--- src/rtl/input_filter_bank.sv ---
// Per-channel input debouncer: synchroniser, prescaled sample tick and
// consecutive-sample counter, with registered rise/fall/changed pulses.
module input_filter_bank #(
    parameter int       CHANNELS    = 4,
    parameter int       DEPTH       = 3,
    parameter int       PRESCALE    = 1,
    parameter int       SYNC_STAGES = 2,
    parameter logic     INIT        = 1'b0
) (
    input  logic                clk,
    input  logic                rst,
    input  logic                en,
    input  logic [CHANNELS-1:0] in_data,
    output logic [CHANNELS-1:0] out_data,
    output logic [CHANNELS-1:0] rise,
    output logic [CHANNELS-1:0] fall,
    output logic                changed
);

    localparam int CW = (DEPTH > 2) ? $clog2(DEPTH) : 1;
    localparam int PW = (PRESCALE > 1) ? $clog2(PRESCALE) : 1;

    logic [SYNC_STAGES-1:0][CHANNELS-1:0] syncQ;
    logic [CHANNELS-1:0]                  syncOut;
    logic [PW-1:0]                        pcnt;
    logic                                 tick;
    logic [CHANNELS-1:0][CW-1:0]          cnt;
    logic [CHANNELS-1:0][CW-1:0]          cntNext;
    logic [CHANNELS-1:0]                  outNext;
    logic [CHANNELS-1:0]                  riseNext;
    logic [CHANNELS-1:0]                  fallNext;

    // Sync chain runs every cycle, independent of en.
    always_ff @(posedge clk or posedge rst) begin
        if (rst) begin
            syncQ <= {(SYNC_STAGES*CHANNELS){INIT}};
        end else begin
            syncQ <= {syncQ[SYNC_STAGES-2:0], in_data};
        end
    end

    assign syncOut = syncQ[SYNC_STAGES-1];
    assign tick    = en && (pcnt == PW'(PRESCALE - 1));

    always_ff @(posedge clk or posedge rst) begin
        if (rst) begin
            pcnt <= '0;
        end else if (en) begin
            pcnt <= tick ? '0 : pcnt + PW'(1);
        end
    end

    always_comb begin
        cntNext  = cnt;
        outNext  = out_data;
        riseNext = '0;
        fallNext = '0;
        if (tick) begin
            for (int c = 0; c < CHANNELS; c++) begin
                if (syncOut[c] == out_data[c]) begin
                    cntNext[c] = '0;
                end else if (cnt[c] == CW'(DEPTH - 1)) begin
                    cntNext[c]  = '0;
                    outNext[c]  = syncOut[c];
                    riseNext[c] = syncOut[c];
                    fallNext[c] = ~syncOut[c];
                end else begin
                    cntNext[c] = cnt[c] + CW'(1);
                end
            end
        end
    end

    always_ff @(posedge clk or posedge rst) begin
        if (rst) begin
            cnt      <= '0;
            out_data <= {CHANNELS{INIT}};
            rise     <= '0;
            fall     <= '0;
            changed  <= 1'b0;
        end else begin
            cnt      <= cntNext;
            out_data <= outNext;
            rise     <= riseNext;
            fall     <= fallNext;
            changed  <= |(riseNext | fallNext);
        end
    end

endmodule

--- config.mk ---
export PLATFORM = sky130hd
export DESIGN_NAME = input_filter_bank
export DESIGN_NICKNAME = d
export VERILOG_FILES = /design/src/rtl/input_filter_bank.sv
export SDC_FILE = /design/constraint.sdc
export NUM_CORES = 1
export LEC_CHECK = 0
export CAP_MARGIN = 20
export CORE_MARGIN = 1
export CORE_UTILIZATION = 44
export DETAILED_ROUTE_END_ITERATION = 10
export GPL_TIMING_DRIVEN = 0
export PLACE_DENSITY = 0.74
export SLEW_MARGIN = 20
export SYNTH_ARGS = -nofsm -noshare
export SYNTH_HDL_FRONTEND = slang
export SYNTH_SLANG_ARGS = --single-unit
--- constraint.sdc ---
create_clock -name clk -period 1.45 [get_ports clk]
set_input_delay 0.29 -clock clk [delete_from_list [all_inputs] [get_ports clk]]
set_output_delay 0.29 -clock clk [all_outputs]
set_load 0.05 [all_outputs]
# After elaboration in Yosys (flattened, before gate mapping)
# Index checks and enable logic that the tools add are counted.
[op_classes]
n_addsub = 5
n_shift = 0
muxes = 27
n_bitwise = 10
order_cmp = 0
n_reduce_logical = 6
n_div = 0
n_mul = 0
n_eq_ne = 8
[op_table]
columns = ["operator", "count"]
rows = [
  ["1-bit two-way mux", 17],
  ["2-bit two-way mux", 8],
  ["3-bit AND reduction", 4],
  ["1-bit inverter", 9],
  ["2-bit by 1-bit adder with 2-bit output, second input constant", 4],
  ["2-bit equality test, second input constant", 4],
  ["4-bit two-way mux", 2],
  ["1-bit equality test", 4],
  ["4-bit OR", 1],
  ["4-bit OR reduction", 1],
  ["1-bit adder, second input constant", 1],
  ["1-bit logical AND", 1],
]
[totals]
wordCells = 70
input_bits = 7
mem_bits_ro = 0
out_inout_bits = 13
register_bits = 30
n_memories = 0
ramBits = 0
latchBits = 0

# Longest topological paths before layout
[depth]
depth_word = 6
depth_mapped = 5
ltp_nobuf = 3

# Worst setup path after synthesis
# Ideal clock, no wire load.
[synth_timing]
path_type = "flip-flop to flip-flop"
start = "register out_data[1]"
end = "register out_data[1]"
t_required_ps = 1325
arrival_ps = 1639
synth_period_minus_slack_ps = 1764
path_stages_with_launch = 4
setup_ps = 125
n_path_buf = 0
path_slack_ps = -314
path_cell_list = "dfrtp_1 -> xnor2_1 -> or4b_4 -> mux2_4"
[synth_between]
elab_chain_len = 3
[synth_rtl]
columns = ["item", "line_no", "source"]
rows = [
  ["from (decl)", "14", "output logic [CHANNELS-1:0] out_data,"],
  ["from (signal assigned)", "77", "out_data <= {CHANNELS{INIT}};"],
  ["from (signal assigned)", "83", "out_data <= outNext;"],
  ["1-bit equality test", "60", "if (syncOut[c] == out_data[c]) begin"],
  ["1-bit inverter (no source line)", "-", ""],
  ["3-bit AND reduction (no source line)", "-", ""],
]
# Every way passes these cells.
# A chain may end at the register's enable or synchronous reset.

# Worst setup path after layout
# Same ends and word-level chain as after synthesis.

==> results.yml <==
run_status:
  status: "finished, violations left"
  violations: "negative setup slack"
die:
  core_mm2: 0.00225
  die_h_um: 51.5
  rows: 17
  start_util_pct: 47.8
  dieArea_mm2: 0.00265
  ios: 20
  dieWidth_um: 51.5
routing:
  vias: 658
  vias_per_cell: 4.98
  drtIter0Drc: 5
  firstDrtPassIters: 4
  avgRoutedWirePerCell_um: 13.2
  post-route-drc-count: 0
  ant_nets: 0
  postRouteWirelength_mm: 1.75
global_route:
  grt_pass1_wl_mm: 3.03
  grt_pass1_vias: 684
  antenna_found_initial: 0
  grt_max_degree: 31
  overflow: 0
  grt.total_usage_pct: 16.9
critical_path:
  r2r.worst_path.cells: 3
  required_ns: 1.66
  worstSetupStartpointType: "flop"
  cp-end-kind: "flop"
  path_class: "reg2reg"
  crit_arrival_ns: 1.78
  critPathMaxFanout: 4
  ff2ff_setup_slack_ns: -0.12
synthesis:
  synth_area_per_cell_um2: 15.0
  yosysSeqAreaShare_pct: 69.7
  synth_area_mm2: 0.00108
  synth-compound-area-share_pct: 3.25
  postSynthCellCount: 72
  synth_top_family_by_area: "simple AND/OR/NAND/NOR gates"
  ys_top_cells_by_area: "dfrtp_1 70%, mux2_2 5.2%, mux2_4 4.2%"
  yosys.area.top_type: "dfrtp_1"
  yosys.area.top_type_share_pct: 69.7
  ys_types: 17
  synth-simple-area-share_pct: 12.2
  synthMuxAreaShare_pct: 9.41
  synth_xor_area_share_pct: 3.25
  yosys_warnings: 0
  ys_ff_latch: 30
  yosys.area_share.adder_pct: 0
  synthesis.nets: 79
sta:
  hold_viol: 0
  slew_viol_final: 0
  rsz0062_at_grt: "yes"
  min_period_over_period_pct: 108
  setup_viol: 3
  period_needed_ns: 1.57
  max_slew.worst_pin.slew_ns: 0.604
  finClkSkew_ns: 0.00751
  max_freq_ghz: 0.637
  maxSlewHeadroom_pct: 59.7
  worst_hold_slack_ns: 0.320
  setup_tns_ns: -0.282
  fin_ws_ns: -0.121
cts:
  cts_buffer_depth: 2
  cts_sinks: 30
  cts_tree: "done"
  cts-root-buf: "clkbuf_4"
  cts_max_level: 2
  clk_latency_ns: 0.32
  cts_inserted_buffers: 5
  cts.clk_slew.worst_paths_ns: 0.09
power_and_ir_drop:
  vdd_drop_max_uv: 953
  leakage_nw: 0.701
  power-per-cell-area_mw_per_mm2: 1760
finish:
  instances_no_fill: 132
  nets: 111
  fin_area_mm2: 0.00144
  final_common_cell: "dfrtp_1"
  fillers: 191
  final_cell_mix: "25 x dfrtp_1, 10 x clkbuf_2"
  drive_gt1_share_pct: 51.9
  insertedDiodeCount: 0
  area_growth_pct: 34.0
place:
  port_buffers: 19
  dpl_worst_slack_ns: -0.508
  dp_cells: 119
  routabilityCongestion: 0.751
  dp_hpwl_mm: 1.07
  dpl-instance-area_mm2: 0.00134
hold_path:
  hold_path_depth: 2
  hold_class: "in2reg"
flow_run:
  maxCapViolCount: 0
timing repair:
action / in CTS / in global routing
setup endpoints to repair: 19 / 21
resized for setup: 39 / 15
hold buffers: 0 / 0
setup buffers: 3 / 4
hold endpoints to repair: 0 / 0
pin swaps: 1 / 8
area by class of cell:
class                           instances  area [um^2]  area share (%)
Timing Repair Buffer                   26          209            14.5
Inverter                                4         15.0            1.04
Multi-Input combinational cell         36          378            26.2
Clock buffer                            7         45.0            3.12
Buffer                                  1         5.00           0.347
Tap cell                               28         35.0            2.43
Sequential cell                        30          757            52.4
metrics by stage:
stage	power (mW)	utilization (%)
after floorplan	1.79	-
after global placement	2.00	59.4
after detailed placement	2.03	59.4
after CTS	2.51	64.3
after global routing	2.68	64.0
final	2.54	64.0
report_power, final:
| group | switching [mW] | total [mW] | internal, mW |
|---|---|---|---|
| Clock | 0.257 | 0.439 | 0.182 |
| Sequential | 0.181 | 1.21 | 1.03 |
| Combinational | 0.461 | 0.892 | 0.431 |
cells by family (layout without fill, tap and decap cells):
| kind of cell | Yosys count | in the layout |
|---|---|---|
| DFF | 30 | 30 |
| buffers and inverters | 6 | 38 |
| AOI/OAI and AO/OA | 4 | 4 |
| and+or+nand+nor | 20 | 20 |
| xor gates and xnor gates | 4 | 4 |
| muxes | 8 | 8 |
metal layers:
metal	global-route usage, %	vias up	wire [um]
li1	-	315	-
met1	19.6	321	728
met2	25.5	18	894
met3	8.93	4	95
met4	8.11	0	29
met5	0	-	0
worst paths after layout:
check	startpoint	endpoint
worst max-delay path	out_data[1]	out_data[1]
worst min-delay path	en	pcnt
worst max register to register	out_data[1]	out_data[1]
worst min register to register	syncQ[0]	syncOut[0]
max in group asynchronous	rst	syncOut[3]
min in group asynchronous	rst	syncQ[2]
cell usage after synthesis:
cell and instances:
dfrtp_1 30, nor2_1 7, mux2_2 5, a22o_1 4
inv_1 4, nor3_1 4, xnor2_1 4, mux2_4 3
or4b_4 3, and2_1 1, buf_2 1, clkbuf_1 1
nand2b_1 1, nand4_1 1, nor2b_1 1, nor4b_1 1
or4b_2 1
worst max-delay path, stage by stage (launching register included):
cell and delay, ns:
dfrtp_2 0.44, xnor2_2 0.15, or4b_4 0.56, mux2_4 0.31
flip-flops by register name, indices dropped and copies added (netlist names):
name,count
rise,4
pcnt,1
cnt,8
out_data,4
fall,4
syncOut,4
changed,1
syncQ,4
(Power assumes the default switching activity.)
